$ cat config.mk
export PLATFORM = sky130hd
export DESIGN_NAME = mem_stage_ctrl
export DESIGN_NICKNAME = d
export VERILOG_FILES = /design/src/rtl/mem_stage_ctrl.sv
export SDC_FILE = /design/constraint.sdc
export NUM_CORES = 1
export LEC_CHECK = 0
export CAP_MARGIN = 20
export CORE_MARGIN = 10
export CORE_UTILIZATION = 35
export CTS_CLUSTER_SIZE = 40
export DETAILED_ROUTE_END_ITERATION = 8
export GPL_ROUTABILITY_DRIVEN = 1
export GPL_TIMING_DRIVEN = 0
export PLACE_DENSITY_LB_ADDON = 0.25
export REMOVE_ABC_BUFFERS = 1
export SYNTH_ARGS = -nofsm -noshare
export SYNTH_HDL_FRONTEND = slang
export SYNTH_SLANG_ARGS = --single-unit
$ cat constraint.sdc
create_clock -name clk -period 5.3 [get_ports clk]
set_input_delay 1.06 -clock clk [delete_from_list [all_inputs] [get_ports clk]]
set_output_delay 1.06 -clock clk [all_outputs]
set_load 0.02 [all_outputs]
$ cat src/rtl/mem_stage_ctrl.sv
// rtl/mem_stage_ctrl.sv - memory-stage sequencer for push/pop/ldd/std
module mem_stage_ctrl #(
    parameter int                ADDR_W  = 20,
    parameter int                DATA_W  = 16,
    parameter logic [ADDR_W-1:0] SP_INIT = {ADDR_W{1'b1}},
    parameter int                TIMEOUT = 15
) (
    input  logic              clk,
    input  logic              rst_n,
    input  logic              req_valid,
    output logic              req_ready,
    input  logic [8:0]        ctrl_in,
    input  logic [ADDR_W-1:0] ea_in,
    input  logic [DATA_W-1:0] wdata_in,
    output logic              rsp_valid,
    output logic [DATA_W-1:0] rdata_out,
    output logic              err,
    output logic              mem_req,
    output logic              mem_we,
    output logic [ADDR_W-1:0] mem_addr,
    output logic [DATA_W-1:0] mem_wdata,
    input  logic              mem_ack,
    input  logic [DATA_W-1:0] mem_rdata,
    output logic [ADDR_W-1:0] sp_out
);
    localparam int              CNT_W    = $clog2(TIMEOUT + 1);
    localparam logic [CNT_W-1:0] CNT_LAST = CNT_W'(TIMEOUT - 1);

    typedef enum logic [1:0] {S_IDLE, S_ACCESS, S_RESP} state_t;

    state_t            r_state;
    state_t            w_state_nxt;
    logic [ADDR_W-1:0] r_sp;
    logic [CNT_W-1:0]  r_cnt;
    logic              r_err;
    logic [DATA_W-1:0] r_rdata;
    logic              r_mem_req;
    logic              r_mem_we;
    logic [ADDR_W-1:0] r_mem_addr;
    logic [DATA_W-1:0] r_mem_wdata;
    logic              r_is_push;
    logic              r_is_pop;

    logic [3:0] w_ops;
    logic       w_pop, w_push, w_std, w_ldd;
    logic       w_noop, w_multi, w_ovf, w_unf, w_reject, w_timeout;
    logic       w_unused_ctrl;

    assign w_ops                        = ctrl_in[6:3];
    assign {w_pop, w_push, w_std, w_ldd} = w_ops;
    assign w_unused_ctrl                = ^{ctrl_in[8:7], ctrl_in[2:0]};
    assign w_noop    = (w_ops == 4'b0000);
    // Clearing the lowest set bit leaves something only when two or more ops are set.
    assign w_multi   = |(w_ops & (w_ops - 4'd1));
    assign w_ovf     = w_push && (r_sp == '0);
    assign w_unf     = w_pop && (r_sp == SP_INIT);
    assign w_reject  = w_multi || w_ovf || w_unf;
    assign w_timeout = (r_cnt == CNT_LAST);

    assign req_ready = (r_state == S_IDLE);
    assign rsp_valid = (r_state == S_RESP);
    assign rdata_out = r_rdata;
    assign err       = r_err;
    assign mem_req   = r_mem_req;
    assign mem_we    = r_mem_we;
    assign mem_addr  = r_mem_addr;
    assign mem_wdata = r_mem_wdata;
    assign sp_out    = r_sp;

    always_ff @(posedge clk or negedge rst_n) begin
        if (!rst_n) begin
            r_state <= S_IDLE;
        end else begin
            r_state <= w_state_nxt;
        end
    end

    always_comb begin
        w_state_nxt = r_state;
        case (r_state)
            S_IDLE: begin
                if (req_valid) begin
                    w_state_nxt = (w_reject || w_noop) ? S_RESP : S_ACCESS;
                end
            end
            S_ACCESS: begin
                if (mem_ack || w_timeout) begin
                    w_state_nxt = S_RESP;
                end
            end
            S_RESP:  w_state_nxt = S_IDLE;
            default: w_state_nxt = S_IDLE;
        endcase
    end

    always_ff @(posedge clk or negedge rst_n) begin
        if (!rst_n) begin
            r_sp        <= SP_INIT;
            r_cnt       <= '0;
            r_err       <= 1'b0;
            r_rdata     <= '0;
            r_mem_req   <= 1'b0;
            r_mem_we    <= 1'b0;
            r_mem_addr  <= '0;
            r_mem_wdata <= '0;
            r_is_push   <= 1'b0;
            r_is_pop    <= 1'b0;
        end else begin
            case (r_state)
                S_IDLE: begin
                    r_cnt <= '0;
                    if (req_valid) begin
                        r_err <= w_reject;
                        if (!w_reject && !w_noop) begin
                            r_mem_req   <= 1'b1;
                            r_mem_we    <= w_push || w_std;
                            r_mem_addr  <= w_push ? r_sp :
                                           w_pop  ? r_sp + ADDR_W'(1) : ea_in;
                            r_mem_wdata <= wdata_in;
                            r_is_push   <= w_push;
                            r_is_pop    <= w_pop;
                        end
                    end
                end
                S_ACCESS: begin
                    // An ack in the final counted cycle still completes the access.
                    if (mem_ack) begin
                        r_mem_req <= 1'b0;
                        r_err     <= 1'b0;
                        r_cnt     <= '0;
                        if (!r_mem_we) begin
                            r_rdata <= mem_rdata;
                        end
                        if (r_is_push) begin
                            r_sp <= r_sp - ADDR_W'(1);
                        end else if (r_is_pop) begin
                            r_sp <= r_sp + ADDR_W'(1);
                        end
                    end else if (w_timeout) begin
                        r_mem_req <= 1'b0;
                        r_err     <= 1'b1;
                        r_cnt     <= '0;
                    end else begin
                        r_cnt <= r_cnt + CNT_W'(1);
                    end
                end
                default: begin
                end
            endcase
        end
    end
endmodule

==> metrics.md, run 1 <==
| Metric | Value |
|---|---|
| Library cells used by synthesis | `58` |
| DRT iter0 DRCs | `284` |
| Syn_area_per_cell | `10.47 sq um` |
| Seq cells post-synth | `83` |
| Slew Limit Fails | `0` |
| PortBufs | `136` |
| Placed cell count | `716` |
| Setup WS pre-CTS | `1.129 ns` |
| Width of the die | `134.9 microns` |
| Fillers | `1176` |
| Initial antenna violation count | `0` |
| CTS Buf Count | `9` |
| Final non-filler cell total | `732` |
| Num rows | `41` |
| HPWL after DPL | `9499 microns` |
| Drt first pass iters | `4` |
| Post-DP Area | `6070 sq um` |
| # Max-Cap Violations | `0` |
| Post-CTS Resized | `0` |
| Rel. slew slack | `39.16%` |
| Ys flop type | `dfrtp_1` |
| WL per Instance | `17.65 microns` |
| Least-Margin Pin Slew | `0.9093 ns` |
| Fin crit period | `3.800 ns` |
| Vias in the first global route | `3969` |
| Post-synth EDFFs | `0` |
| Pwr Total | `3.445 mW` |
| Remaining DRCs | `0` |
| Final worst path period share | `71.70%` |
| Global-route wire length before repair | `20970 microns` |
| Die Height | `134.9 microns` |
| Hold_ws | `0.5063 ns` |
| WP data arrival | `4.02 ns` |
| Vias per inst | `5.246` |
| Slowest stage delay, CP | `0.92 ns` |
| Synth area leader | `dfrtp_1` |
| Tot GR Track Use | `14.26%` |
| Final setup violation count | `0` |
| Die Area | `18190 sq um` |
| I/O pin count | `142` |
| Synth-to-layout area growth | `38.23%` |
| Power per Cell Area | `539.7 nW/um^2` |
| Clock skew | `0.007383 ns` |
| Max H-tree Level | `3` |
| Vias | `3840` |
| Clk slew on worst S/H paths | `0.06 ns` |
| ANT cells | `0` |
| Post-CTS Setup Bufs | `0` |
| Setup crit start kind | `primary input` |
| Peak VDD IR | `0.2589 mV` |
| Area contributors post-synth | `dfrtp_1 (34%), dfstp_2 (11%), mux2_4 (8.5%), mux2_2 (4.1%), mux2i_1 (2.8%)` |
| Worst-case clock buffer depth | `2` |
| CP max stage cell | `or4_2` |
| Synth warn | `0` |
| Hold Vio Cnt, Final | `0` |
| Share of layout cells above drive strength 1 | `16.79%` |
| Final wirelength | `12920 microns` |
| Most frequent cell after synthesis | `dfrtp_1` |
| TritonCTS clock tree | `yes` |
| Fmax | `263.2 MHz` |
| CP Class | `primary input to flop` |
| Status | `completed` |
| Fin Setup TNS | `0 ns` |
| Setup ws final | `1.500 ns` |
| ANT nets after route | `0` |
| Synth top area share | `34.14%` |
| Initial Utilization | `36.15%` |
| Hold Path Class | `flop to flop` |
| Clk_lat worst skew | `0.34 ns` |
| Largest net degree at the start of global routing | `48` |
| Crit end category | `flop` |
| Mapped Cells | `441` |
| Cells along the critical path | `clkdlybuf4s50_1 -> buf_16 -> nor2b_1 -> nand4_1 -> o21ai_2 -> or4_2 -> buf_12 -> mux2_4` |
| Gpl congestion | `0.8527` |
| Core Area | `12770 sq um` |
| TritonCTS Sinks | `83` |
| Hold buffer count at CTS | `0` |
| Nets | `625` |
| Critical Path RT | `5.52 ns` |
| Grt ovf | `0` |
| RSZ-0062 raised after global routing | `no` |
| Ys async rst share | `100.0%` |
| CTS Root Cell | `clkbuf_16` |
| Worst-path maximum fanout | `27` |
| Lkg Pwr | `2.680 nW` |
| Synth cell count leaders | `dfrtp_1 (63), nand2_1 (30), mux2_4 (26), nor2_1 (26)` |
| Final Cell Area | `6384 sq um` |
| Fin util | `49.98%` |
| Post-Syn Area | `4618 sq um` |
| Post-synthesis sequential area ratio | `45.52%` |
==> sequential cells by signal, summed over array words and instances (netlist names) <==
register / cells
r_is_push: 1
sp_out: 20
r_cnt: 4
err: 1
r_state: 2
mem_addr: 20
mem_wdata: 16
mem_we: 1
r_is_pop: 1
mem_req: 1
rdata_out: 16
==> layout make-up <==
cell class	instances	area, sq um	area share [%]
multi-input cells	303	2248	35.22
repair buffers	140	1436	22.50
clock inverters	5	61.31	0.9604
clock buffers	11	252.7	3.959
inverters	18	67.56	1.058
well taps	172	215.2	3.371
flip-flops and latches	83	2102	32.93
==> worst max-delay path: cells and delay by family <==
kind	cells	cell delay [ns]
simple gates	3	1.18
buf+inv	3	1.35
mux	1	0.31
compound gates	1	0.10
==> cells in the final DEF, fill, tap and decap left out, types with 17 or more instances in the layout <==
cell type / netlist / layout
nand2_1: 30 / 30
nand3_1: 20 / 20
mux2_2: 17 / 17
dfrtp_1: 63 / 63
mux2_4: 26 / 26
inv_1: 18 / 18
a21oi_1: 17 / 17
nor2_1: 26 / 26
clkdlybuf4s50_1: 0 / 134
dfstp_2: 20 / 20
o21ai_0: 17 / 17
==> final timing paths <==
path                               from           end  slack, ns  depth (start not counted)
max                          ctrl_in[5]  mem_wdata[0]       1.50                          8
max in group asynchronous         rst_n    sp_out[14]       3.90                          2
max reg2reg                   sp_out[0]  mem_wdata[1]       2.08                          7
min reg2reg                rdata_out[1]  rdata_out[1]       0.51                          1
min in group asynchronous         rst_n   mem_addr[6]       0.71                          1
min                        rdata_out[1]  rdata_out[1]       0.51                          1
==> layer usage <==
metal,track usage (%),up-vias,wire length (microns)
li1,-,1830,-
met1,17.86,1882,5770
met2,23.28,118,6106
met3,3.672,10,891
met4,4.776,0,153
met5,0,-,0
==> where the power goes <==
group,switching [mW],internal [mW],total [mW]
clock network,0.262,0.392,0.654
logic,0.746,0.821,1.57
registers,0.285,0.940,1.22
==> cells by family after synthesis <==
group	synth area share, %
compound gates	12.22
xor+xnor	3.793
fa+ha+maj	1.598
buf+inv	5.824
flops	45.52
mux	15.42
simple gates	15.63
Power figures use the tool's default switching activity.
==> run 2: changes to the inputs <==
==> constraint.sdc (replaced) <==
create_clock -name clk -period 3.29 [get_ports clk]
set_input_delay 0.658 -clock clk [delete_from_list [all_inputs] [get_ports clk]]
set_output_delay 0.658 -clock clk [all_outputs]
set_load 0.02 [all_outputs]
==> metrics.md, run 2 (synthesis gave the netlist of run 1 again) <==
| Metric | Value |
|---|---|
| Status | `completed` |
| Slew Limit Fails | `0 (unchanged)` |
| Most common cell after layout, fill and taps aside | `clkdlybuf4s50_1` |
| Fin util | `50.08% (+0.11 points)` |
| ANT nets after route | `0 (unchanged)` |
| Grt ovf | `0 (unchanged)` |
| WL per Instance | `17.55 microns (-0.57%)` |
| Core Area | `12770 sq um (unchanged)` |
| CTS Buf Count | `9 (unchanged)` |
| Drt first pass iters | `4 (unchanged)` |
| Reg2Reg Setup Slack | `0.33 ns (-1.75 ns)` |
| Global-route wire length before repair | `20970 microns (unchanged)` |
| Hold_ws | `0.3101 ns (-0.1962 ns)` |
| Die Area | `18190 sq um (unchanged)` |
| RSZ-0062 raised after global routing | `no` |
| Hold Vio Cnt, Final | `0 (unchanged)` |
| Initial antenna violation count | `0 (unchanged)` |
| Gpl congestion | `0.8527 (unchanged)` |
| Fin crit period | `3.089 ns` |
| Worst reg2reg path endpoint | `mem_wdata[1]` |
| Final wirelength | `12850 microns (-0.57%)` |
| Num rows | `41 (unchanged)` |
| Crit end category | `flop` |
| TritonCTS Sinks | `83 (unchanged)` |
| Fin Setup TNS | `0 ns (unchanged)` |
| Tot GR Track Use | `14.26% (unchanged)` |
| PortBufs | `136 (unchanged)` |
| Largest net degree at the start of global routing | `48 (unchanged)` |
| Vias in the first global route | `3969 (unchanged)` |
| Die Height | `134.9 microns (unchanged)` |
| Slowest stage delay, CP | `0.86 ns (-0.06 ns)` |
| Max H-tree Level | `3 (unchanged)` |
| Lkg Pwr | `2.682 nW (about the same)` |
| ANT cells | `0 (unchanged)` |
| Synth-to-layout area growth | `38.53%` |
| Clk_lat worst skew | `0.34 ns (about the same)` |
| I/O pin count | `142 (unchanged)` |
| Setup ws final | `0.2005 ns (-1.299 ns)` |
| Power per Cell Area | `866.6 nW/um^2 (+61%)` |
| Worst-case clock buffer depth | `2 (unchanged)` |
| Cells along the critical path | `clkdlybuf4s50_1 -> buf_16 -> nor2b_1 -> nand4_1 -> o21ai_2 -> or4_4 -> buf_12 -> mux2_2` |
| DRT iter0 DRCs | `266 (-6.3%)` |
| TritonCTS clock tree | `yes` |
| Worst r2r src | `sp_out[0]` |
| Remaining DRCs | `0 (unchanged)` |
| Clock skew | `0.007204 ns (-0.0001793 ns)` |
| Final setup violation count | `0 (unchanged)` |
| Worst-path maximum fanout | `27 (unchanged)` |
| Share of layout cells above drive strength 1 | `17.14% (+0.36 points)` |
| Final non-filler cell total | `732 (unchanged)` |
| CTS Root Cell | `clkbuf_16` |
| Commonest non-fill, non-tap cells in the layout | `clkdlybuf4s50_1 (134), dfrtp_1 (63), nand2_1 (30)` |
| Rel. slew slack | `38.99% (-0.17 points)` |
| Setup WS pre-CTS | `-0.4790 ns (-1.608 ns)` |
| Vias per inst | `5.223 (-0.44%)` |
| WP data arrival | `3.31 ns (-0.71 ns)` |
| Peak VDD IR | `0.4195 mV (+62%)` |
| Setup crit start kind | `primary input` |
| Least-Margin Pin Slew | `0.9118 ns (+0.002498 ns)` |
| Post-CTS Setup Bufs | `0 (unchanged)` |
| Placed cell count | `716 (unchanged)` |
| Hold Path Class | `primary input to asynchronous set/reset pin` |
| CP max stage cell | `clkdlybuf4s50_1` |
| HPWL after DPL | `9499 microns (unchanged)` |
| FF-to-FF path depth | `7 (unchanged)` |
| # Max-Cap Violations | `0 (unchanged)` |
| Fmax | `323.7 MHz` |
| Initial Utilization | `36.15% (unchanged)` |
| Width of the die | `134.9 microns (unchanged)` |
| Critical Path RT | `3.51 ns (-2.01 ns)` |
| CP Class | `primary input to flop` |
| Final worst path period share | `93.90%` |
| Vias | `3823 (-0.44%)` |
| Clk slew on worst S/H paths | `0.06 ns (about the same)` |
| Nets | `625 (unchanged)` |
==> run 2: changes by cell type in the layout (fill, tap and decap cells not counted) <==
cell and change:
nor3_1 -1, nor3_2 +1, nor4_1 -1, nor4_2 +1, or4_2 -1, or4_4 +1
==> run 2: layout make-up <==
cell class,count,area [sq um]
Sequential cell,83,2102
Clock inverter,5,61.31
Tap cell,172,215.2
Clock buffer,11,252.7
Inverter,18,67.56
Timing Repair Buffer,140,1436
Multi-Input combinational cell,303,2262
Fill cell,1176,6376
==> run 2: worst max path at each step <==
stage / slack, ns / to / depth (start not counted) / start
global route: 0.009 / mem_wdata[1] / 8 / ctrl_in[5]
floorplan: -0.22 / mem_wdata[1] / 6 / sp_out[1]
detailed placement: -0.48 / mem_wdata[3] / 8 / ctrl_in[5]
CTS: 0.13 / mem_wdata[1] / 6 / ctrl_in[5]
global placement: -1.98 / mem_wdata[1] / 4 / ctrl_in[6]
finish: 0.20 / mem_wdata[1] / 8 / ctrl_in[5]
==> run 2: what timing repair did <==
action | 4_1_cts | 5_1_grt
endpoints found under the setup margin | 25 | 1
resized for setup | 1 | 2
hold buffers | 0 | 0
hold endpoints to repair | 0 | 0
==> run 2: critical path: cells and delay by family <==
kind	cells	cell delay [ns]
buf+inv	3	1.37
compound gates	1	0.25
mux	1	0.36
simple gates	3	0.64
==> run 2: report_power, final <==
group | internal, mW | switching [mW] | total [mW]
Clock | 0.631 | 0.421 | 1.05
Combinational | 1.32 | 1.20 | 2.52
Sequential | 1.51 | 0.454 | 1.97
Total | 3.47 | 2.08 | 5.54
==> run 2: metrics by stage <==
step / instance area (sq um) / power (mW)
3_5_place_dp: 6070 / 4.548
2_1_floorplan: 4417 / 3.288
3_3_place_gp: 5993 / 4.503
4_1_cts: 6386 / 5.634
6_report: 6397 / 5.544
5_1_grt: 6397 / 5.896
==> run 2: layer usage <==
metal / track usage [%] / up-vias / wire (microns)
met4: 4.776 / 0 / 153
met1: 17.86 / 1869 / 5606
met2: 23.28 / 117 / 6150
met3: 3.672 / 10 / 937
li1: - / 1827 / -
met5: 0 / - / 0
